==> src/rtl/zhang_cnn_qmul_pkg.sv <==
// Shared widths, payload type and constant helpers for the quantized multiplier pipeline.
package zhang_cnn_qmul_pkg;

  // Payload fields are sized for the widest configuration; unused upper bits stay zero.
  localparam int DATA_MAX_W = 128;
  localparam int TAG_MAX_W  = 32;

  typedef struct packed {
    logic [DATA_MAX_W-1:0] data;
    logic [TAG_MAX_W-1:0]  tag;
    logic                  ovf;
  } stage_pl_t;

  function automatic int prod_w(input int a_w, input int b_w);
    return a_w + b_w + 1;
  endfunction

  function automatic logic [DATA_MAX_W-1:0] round_const(input int shift);
    logic [DATA_MAX_W-1:0] c;
    c = '0;
    if (shift > 0) c = DATA_MAX_W'(1) << (shift - 1);
    return c;
  endfunction

  function automatic logic signed [DATA_MAX_W-1:0] sat_max(input int out_w);
    return (DATA_MAX_W'(1) << (out_w - 1)) - DATA_MAX_W'(1);
  endfunction

  function automatic logic signed [DATA_MAX_W-1:0] sat_min(input int out_w);
    return -(DATA_MAX_W'(1) << (out_w - 1));
  endfunction

endpackage

==> src/rtl/zhang_cnn_qmul_stage.sv <==
// One valid/ready register slice; payload only updates when a valid beat loads.
module zhang_cnn_qmul_stage
  import zhang_cnn_qmul_pkg::*;
(
  input  logic      clk,
  input  logic      rst,
  input  logic      load,
  input  logic      d_vld,
  input  stage_pl_t d,
  output logic      q_vld,
  output stage_pl_t q
);

  always_ff @(posedge clk or posedge rst) begin
    if (rst) begin
      q_vld <= 1'b0;
      q     <= '0;
    end else if (load) begin
      q_vld <= d_vld;
      if (d_vld) q <= d;
    end
  end

endmodule

==> src/rtl/zhang_cnn_qmul_pipe.sv <==
// Pipelined fixed-point multiply/round/narrow with tag sideband, NUM_STAGE cycles, bubble-collapsing valid/ready.
// Define ZHANG_CNN_QMUL_SAT_EN for saturating narrowing and out_ovf; otherwise results wrap and out_ovf=0.
module zhang_cnn_qmul_pipe
  import zhang_cnn_qmul_pkg::*;
#(
  parameter int A_W       = 7,
  parameter int A_SIGNED  = 0,
  parameter int B_W       = 16,
  parameter int B_SIGNED  = 1,
  parameter int OUT_W     = 16,
  parameter int SHIFT     = 0,
  parameter int NUM_STAGE = 1,
  parameter int TAG_W     = 1
) (
  input  logic             ap_clk,
  input  logic             ap_rst,
  input  logic             in_valid,
  output logic             in_ready,
  input  logic [A_W-1:0]   in_a,
  input  logic [B_W-1:0]   in_b,
  input  logic [TAG_W-1:0] in_tag,
  output logic             out_valid,
  input  logic             out_ready,
  output logic [OUT_W-1:0] out_p,
  output logic [TAG_W-1:0] out_tag,
  output logic             out_ovf
);

  // One guard bit above the full product so the rounding add cannot overflow.
  localparam int RW = prod_w(A_W, B_W) + 1;
  localparam int XW = (RW > OUT_W) ? RW : OUT_W;
  localparam logic signed [RW-1:0] RND = RW'(round_const(SHIFT));
`ifdef ZHANG_CNN_QMUL_SAT_EN
  localparam logic signed [XW-1:0] SMAX = XW'(sat_max(OUT_W));
  localparam logic signed [XW-1:0] SMIN = XW'(sat_min(OUT_W));
`endif

  function automatic logic signed [RW-1:0] qmul(input logic [A_W-1:0] a, input logic [B_W-1:0] b);
    logic signed [RW-1:0] ea;
    logic signed [RW-1:0] eb;
    if (A_SIGNED != 0) ea = RW'($signed(a)); else ea = RW'(a);
    if (B_SIGNED != 0) eb = RW'($signed(b)); else eb = RW'(b);
    return (ea * eb + RND) >>> SHIFT;
  endfunction

  // Returns {ovf, result}.
  function automatic logic [OUT_W:0] narrow(input logic signed [RW-1:0] r);
`ifdef ZHANG_CNN_QMUL_SAT_EN
    if (XW'(r) > SMAX) return {1'b1, SMAX[OUT_W-1:0]};
    if (XW'(r) < SMIN) return {1'b1, SMIN[OUT_W-1:0]};
`endif
    return {1'b0, OUT_W'(XW'(r))};
  endfunction

  stage_pl_t [NUM_STAGE-1:0] q;
  logic      [NUM_STAGE-1:0] vld;
  logic      [NUM_STAGE-1:0] load;

  always_comb begin
    load = '0;
    load[NUM_STAGE-1] = !vld[NUM_STAGE-1] || out_ready;
    for (int k = NUM_STAGE - 2; k >= 0; k--) load[k] = !vld[k] || load[k+1];
  end

  for (genvar k = 0; k < NUM_STAGE; k++) begin : g_stage
    stage_pl_t d;
    logic      d_vld;

    if (k == 0) begin : g_first
      assign d_vld = in_valid;
      always_comb begin
        d = '0;
        d.tag[TAG_W-1:0] = in_tag;
        if (NUM_STAGE == 1) {d.ovf, d.data[OUT_W-1:0]} = narrow(qmul(in_a, in_b));
        else d.data[A_W+B_W-1:0] = {in_a, in_b};
      end
    end else begin : g_next
      logic signed [RW-1:0] r;
      assign d_vld = vld[k-1];
      // Stage 2 multiplies registered operands; later stages carry the rounded product.
      always_comb begin
        if (k == 1) r = qmul(q[0].data[A_W+B_W-1:B_W], q[0].data[B_W-1:0]);
        else        r = q[k-1].data[RW-1:0];
        d = '0;
        d.tag = q[k-1].tag;
        if (k == NUM_STAGE - 1) {d.ovf, d.data[OUT_W-1:0]} = narrow(r);
        else d.data[RW-1:0] = r;
      end
    end

    zhang_cnn_qmul_stage u_stage (
      .clk  (ap_clk),
      .rst  (ap_rst),
      .load (load[k]),
      .d_vld(d_vld),
      .d    (d),
      .q_vld(vld[k]),
      .q    (q[k])
    );
  end

  assign in_ready  = load[0];
  assign out_valid = vld[NUM_STAGE-1];
  assign out_p     = q[NUM_STAGE-1].data[OUT_W-1:0];
  assign out_tag   = q[NUM_STAGE-1].tag[TAG_W-1:0];
`ifdef ZHANG_CNN_QMUL_SAT_EN
  assign out_ovf   = q[NUM_STAGE-1].ovf;
`else
  assign out_ovf   = 1'b0;
`endif

  logic unused_q;
  assign unused_q = ^q;

endmodule

==> config.mk <==
export PLATFORM = sky130hd
export DESIGN_NAME = zhang_cnn_qmul_pipe
export DESIGN_NICKNAME = d
export VERILOG_FILES = /design/src/rtl/zhang_cnn_qmul_pkg.sv /design/src/rtl/zhang_cnn_qmul_stage.sv /design/src/rtl/zhang_cnn_qmul_pipe.sv
export SDC_FILE = /design/constraint.sdc
export NUM_CORES = 1
export LEC_CHECK = 0
export BUFFER_PORTS_ARGS = -buffer_cell sky130_fd_sc_hd__buf_4
export CAP_MARGIN = 20
export CELL_PAD_IN_SITES_DETAIL_PLACEMENT = 0
export CELL_PAD_IN_SITES_GLOBAL_PLACEMENT = 1
export CORE_UTILIZATION = 45
export CTS_CLUSTER_SIZE = 20
export DETAILED_ROUTE_END_ITERATION = 10
export HOLD_SLACK_MARGIN = 0.02
export PLACE_DENSITY_LB_ADDON = 0.1
export RECOVER_POWER = 50
export SYNTH_ARGS = -nofsm -noshare
export SYNTH_HDL_FRONTEND = slang
export SYNTH_SLANG_ARGS = --single-unit
==> constraint.sdc <==
create_clock -name ap_clk -period 1.68 [get_ports ap_clk]
set_input_delay 0.42 -clock ap_clk [delete_from_list [all_inputs] [get_ports ap_clk]]
set_output_delay 0.42 -clock ap_clk [all_outputs]
set_load 0.02 [all_outputs]
==> results of run 1 <==
==> worst max-delay path: stages <==
cell     delay [ps]
buf_8           100
and2_4          150
fa_1            540
fa_1            430
fa_1            500
inv_1            60
fa_1            550
inv_2            50
ha_4            270
o21a_4          130
nand3_1          80
a21o_1          210
a32oi_2         230
xnor2_1         150
o21ai_1          90
==> state kept, by name, indices dropped and copies added, names as in the netlist <==
register and flops:
g_stage.u_stage.q 17, g_stage.u_stage.q_vld 1
==> cell usage after synthesis <==
master,count
xnor2_1,11
o211ai_1,1
nand3_1,1
and2_1,64
a311oi_1,1
a21boi_0,2
clkbuf_1,8
buf_4,2
a41oi_1,1
nand2_1,36
nor2b_1,2
o21ai_0,8
inv_1,73
nand2_2,1
xnor3_1,1
o21ai_1,7
and3_1,1
xor2_1,6
o21a_1,2
dfrtp_1,18
a21o_1,7
nor3b_1,1
o31ai_1,3
xnor2_2,1
nand2b_1,2
a32oi_1,1
and2_2,9
a21oi_1,6
nor3_1,3
fa_1,52
nor2_1,1
ha_1,32
mux2_2,4
conb_1,1
a31oi_1,1
==> routing by layer <==
| metal | vias to the layer above | wire, um | share of wire [%] |
|---|---|---|---|
| met5 | - | 0 | 0 |
| met4 | 0 | 0 | 0 |
| met3 | 0 | 90 | 1.2 |
| met2 | 23 | 4110 | 54 |
| met1 | 1363 | 3380 | 45 |
| li1 | 1337 | - | - |
==> final cells by class <==
type,count,share of cell area (%)
timing repair buffer,111,19.6
inverter,73,5.71
tap,99,2.56
multi-input combinational,269,61.7
sequential,18,9.30
clock buffer,4,1.14
==> kinds of logic after synthesis <==
group | after synthesis
and+or+nand+nor | 121
DFF | 18
adders and majority gates | 84
buffers and inverters | 83
muxes | 4
xor gates and xnor gates | 19
other | 1
AOI/OAI and AO/OA | 40
==> cells in the final DEF (no fill, tap or decap), drive strengths merged <==
| master | n |
|---|---|
| a21o | 7 |
| nand2 | 37 |
| nand2b | 2 |
| and3 | 1 |
| ha | 32 |
| and2 | 73 |
| nor2 | 1 |
| conb | 1 |
| xnor2 | 12 |
| mux2 | 4 |
| a31oi | 1 |
| buf | 108 |
| inv | 73 |
| o211ai | 1 |
| nand3 | 1 |
| fa | 52 |
| nor3b | 1 |
| dfrtp | 18 |
| a41oi | 1 |
| o21a | 2 |
| a21boi | 2 |
| o31ai | 3 |
| a21oi | 6 |
| nor3 | 3 |
| a32oi | 1 |
| xor2 | 6 |
| xnor3 | 1 |
| clkbuf | 7 |
| o21ai | 15 |
| a311oi | 1 |
| nor2b | 2 |
==> how the worst max path moves through the flow <==
stage                     cells after the start                        to    start  slack, ps
after floorplan                              15  g_stage[0].u_stage.q[46]  in_a[2]      -2310
after global placement                       15  g_stage[0].u_stage.q[48]  in_a[4]      -2480
after detailed placement                     15  g_stage[0].u_stage.q[46]  in_a[4]      -2540
after CTS                                    14  g_stage[0].u_stage.q[46]  in_b[7]      -2180
after global routing                         15  g_stage[0].u_stage.q[48]  in_b[7]      -2240
final                                        15  g_stage[0].u_stage.q[48]  in_b[7]      -2140
==> stage by stage <==
| stage | instance area, sq um | instances | TNS, ps |
|---|---|---|---|
| after floorplan | 3660 | 370 | -23490 |
| after global placement | 4440 | 560 | -27620 |
| after detailed placement | 4440 | 560 | -28020 |
| after CTS | 4740 | 571 | -23470 |
| after global routing | 4840 | 574 | -24640 |
| final | 4840 | 574 | -23280 |
==> power groups by stage <==
stage	combinational [mW]	sequential, mW	clock (mW)
2_1_floorplan	2.72	0.900	0
3_3_place_gp	4.43	0.696	0
3_5_place_dp	4.50	0.699	0
4_1_cts	4.91	0.692	0.356
5_1_grt	5.71	0.713	0.372
6_report	5.15	0.693	0.349
==> timing repair <==
item | in CTS | in global routing
pin swaps | 52 | 39
gates cloned | 0 | 0
buffers inserted | 7 | 3
endpoints found under the setup margin | 14 | 14
gates resized for setup | 60 | 22
endpoints found under the hold margin | 0 | 0
==> impl_metrics.toml, run 1 <==
[yosys]
synth_largest_area_cell = "fa_1"
synth_warnings = 0
synth_compound_area_share_pct = 7.43
synthDistinctLibCells = 35
syn_inst = 370
syn-cell-area_sq_um = 3370
ys_seq_area_share_pct = 13.4
yosys.area_share.simple_pct = 19.9
ys_seq_elements = 18
yosys-top-cells-area = "fa_1 (31%), dfrtp_1 (13%), and2_1 (12%), ha_1 (12%), inv_1 (8.1%)"
synth_area_per_cell_sq_um = 9.11
yosysTopAreaCellShare_pct = 30.9
synth_top_family_by_area = "adder cells"
synth-xor-area-share_pct = 5.57
syn_nets = 482
synth_mux_area_share_pct = 1.34
synth-adder-area-share_pct = 42.8

[timing]
slew_violations = 0
setup_violations = 13
grt_setup_unrepaired = "true"
final_hold_viol_count = 0
fin_ws_ps = -2140
hold_slack_ps = 383
tightest_slew_ps = 987
clock_skew_ps = 1.43
max_slew_margin_pct = 34.2
max_clock_freq_mhz = 262
min_period_ps = 3820
final.period_utilization_pct = 228

[final_layout]
area_growth_pct = 43.7
fin_nets = 588
diodes = 0
fill_cells = 608
final_util_pct = 66.8
multiInputGateArea_sq_um = 2990
drive_gt1_share_pct = 43.6
regArea_sq_um = 450

[placement]
routabilityCongestion = 0.891
io_buffers = 46
place_ws_ps = -2540
hpwl_um = 6420

[worst_hold_path]
hold_path_end = "g_stage[0].u_stage.q_vld"
hp-start = "in_valid"
hp-class = "primary input to flip-flop"
holdPathStages = 2

[routing]
detail-route-antenna-nets = 0
routedWlPerCell_um = 13.2
route.detailed.drc = 0
vias_per_cell = 4.74
wl_um = 7570
dr.pass1.iters = 4
vias = 2723
first_iter_violations = 29

[run]
cap_violations = 0

[cts]
clock_path_buffers = 2
worstSkewPairLatency_ps = 250
cts-root-buf = "clkbuf_8"
htree_num_levels = 1
path_clk_slew_ps = 70
cts_tree = "done"
cts_sinks = 18
cts_hold_buf = 0
cts_buffers = 3

[grt]
grt_overflow = 0
use_met2_pct = 41.7
grt_pass1_wl_um = 12700
grt_max_degree = 21
grt_usage_pct = 21.0
grt_busiest_layer = "met2"
antenna_found_initial = 0
use_met1_pct = 25.6
grt_pass1_vias = 2889
grt_use_met3_pct = 1.96

[critical_path]
regToRegSetupSlack_ps = 400
ff2ff_path_depth = 4
path_class = "primary input to flip-flop"
crit_path_end_kind = "flip-flop"
r2r_start = "g_stage[0].u_stage.q_vld"
cp.required_ps = 1820
r2r_end = "g_stage[0].u_stage.q[40]"
worst_setup_path_start_kind = "primary input"
cp_data_arrival_time_ps = 3960
path_max_fanout = 6

[power_and_ir_drop]
p_total_mw = 6.19
p_switching_mw = 2.69
pwr-share-clk_pct = 5.6
p_leak_nw = 2.39
comb_power_share_pct = 83.2
p_seq_share_pct = 11.2
irDropWorstVdd_v = 0.00148
p_sw_share_pct = 43.5
power.density_nw_per_um2 = 1280
internal_power_mw = 3.50

[floorplanning]
num_rows = 31
initial_core_util_pct = 46.5
io_pins = 48
die_area_sq_um = 7840
core-area_sq_um = 7250
die_height_um = 88.5
die_w_um = 88.5

[run_status]
violations = "negative setup slack"
status = "complete, but fails checks"
Power figures use the tool's default switching activity.
==> run 2, diff against run 1 <==
==> constraint.sdc (replaced) <==
create_clock -name ap_clk -period 3.6 [get_ports ap_clk]
set_input_delay 0.9 -clock ap_clk [delete_from_list [all_inputs] [get_ports ap_clk]]
set_output_delay 0.9 -clock ap_clk [all_outputs]
set_load 0.02 [all_outputs]
==> impl_metrics.toml, run 2 (same netlist as run 1, synthesis figures left out) <==
[floorplanning]
num_rows = 31
die_height_um = 88.5
core-area_sq_um = 7250
die_area_sq_um = 7840
io_pins = 48
initial_core_util_pct = 46.5
die_w_um = 88.5

[final_layout]
multiInputGateArea_sq_um = 2900
final_util_pct = 64.7
layout.cells.most_common = "buf_4"
largest_reg_flops = 17
fill_cells = 632
area_growth_pct = 39.2
fin_nets = 584
regArea_sq_um = 450
top_regs = "g_stage.u_stage.q (17), g_stage.u_stage.q_vld (1)"
most-common-layout-cells = "buf_4 (84), inv_1 (57), and2_1 (46), fa_1 (45), nand2_1 (32)"
instances_no_fill = 570
drive_gt1_share_pct = 41.6
largest-register = "g_stage.u_stage.q"
diodes = 0

[power_and_ir_drop]
irDropWorstVdd_v = 0.000624
p_leak_nw = 2.35
power.density_nw_per_um2 = 595

[run_status]
status = "complete, but fails checks"
violations = "negative setup slack"

[cts]
htree_num_levels = 1
cts_sinks = 18
worstSkewPairLatency_ps = 260
cts_buffers = 3
cts_tree = "done"
cts_hold_buf = 0
path_clk_slew_ps = 60
cts-root-buf = "clkbuf_8"
clock_path_buffers = 2

[critical_path]
crit_path_end_kind = "flip-flop"
cp.required_ps = 3760
path_max_fanout = 5
worst_setup_path_start_kind = "primary input"
cp_data_arrival_time_ps = 4490
path_class = "primary input to flip-flop"

[run]
cap_violations = 0

[timing]
grt_setup_unrepaired = "true"
clock_skew_ps = 2.60
final.period_utilization_pct = 120
slew_violations = 0
hold_slack_ps = 485
max_slew_margin_pct = 55.1
tightest_slew_ps = 673
setup_violations = 10
max_clock_freq_mhz = 231
min_period_ps = 4330
final_hold_viol_count = 0
fin_ws_ps = -734

[grt]
grt_usage_pct = 21.3
grt_max_degree = 20
grt_pass1_vias = 2939
grt_overflow = 0
antenna_found_initial = 0
grt_pass1_wl_um = 12700

[routing]
wl_um = 7370
first_iter_violations = 42
vias = 2718
vias_per_cell = 4.77
route.detailed.drc = 0
detail-route-antenna-nets = 0
dr.pass1.iters = 4
routedWlPerCell_um = 12.9

[worst_hold_path]
hp-class = "flip-flop to flip-flop"

[placement]
io_buffers = 46
hpwl_um = 6270
dp_cells = 557
routabilityCongestion = 0.793
## run 2: changes by cell type in the layout (fill, tap and decap cells not counted), sizes merged
| cell | change |
|---|---|
| buf | -6 |
| clkbuf | +2 |
## run 2: critical path, cell delays in order
cell,delay (ps)
buf_8,100
and2_4,150
fa_2,580
fa_2,450
fa_1,510
inv_1,50
fa_1,490
inv_2,50
ha_4,240
o21a_1,190
a311oi_2,200
buf_4,180
a21oi_4,50
o21a_1,160
o31ai_1,210
## run 2: what timing repair did
action / 4_1_cts / 5_1_grt
resized for setup: 46 / 33
pin swaps: 43 / 27
setup buffers: 6 / 4
endpoints found under the setup margin: 11 / 11
hold endpoints to repair: 0 / 0
## run 2: layout make-up
class / instances / share of cell area [%]
Timing Repair Buffer: 107 / 18.8
Clock buffer: 4 / 1.17
Sequential cell: 18 / 9.60
Tap cell: 99 / 2.64
Multi-Input combinational cell: 269 / 61.9
Inverter: 73 / 5.89
## run 2: per-stage QoR
stage / power, mW / setup WS (ps) / setup TNS, ps / cell area, sq um
final: 2.79 / -734 / -5470 / 4690
after global routing: 3.08 / -833 / -6740 / 4690
after CTS: 2.71 / -734 / -5510 / 4560
after detailed placement: 2.37 / -1110 / -9690 / 4330
after global placement: 2.34 / -1040 / -9300 / 4330
after floorplan: 1.67 / -872 / -5990 / 3550
## run 2: where the power goes
group	switching, mW	leakage (nW)	internal (mW)
combinational	1.11	2.10	1.20
clock	0.0692	0.0288	0.0974
sequential	0.0392	0.219	0.282
total	1.21	2.35	1.58
## run 2: layer usage
layer  track usage, %  vias to the layer above  part of all wire (%)
li1                 -                     1323                     -
met1             24.8                     1354                    41
met2             42.2                       34                    55
met3             2.71                        7                   2.5
met4             2.49                        0                  0.99
met5                0                        -                     0
## run 2: worst paths after layout
check                                          from                        to  slack, ps  depth (start not counted)
max reg2reg                g_stage[0].u_stage.q_vld  g_stage[0].u_stage.q[46]       2030                          4
max                                         in_b[7]  g_stage[0].u_stage.q[46]       -730                         15
min                        g_stage[0].u_stage.q[47]  g_stage[0].u_stage.q[47]        490                          2
min reg2reg                g_stage[0].u_stage.q[47]  g_stage[0].u_stage.q[47]        490                          2
max in group asynchronous                    ap_rst  g_stage[0].u_stage.q[45]       2430                          2
min in group asynchronous                    ap_rst  g_stage[0].u_stage.q[37]        740                          2
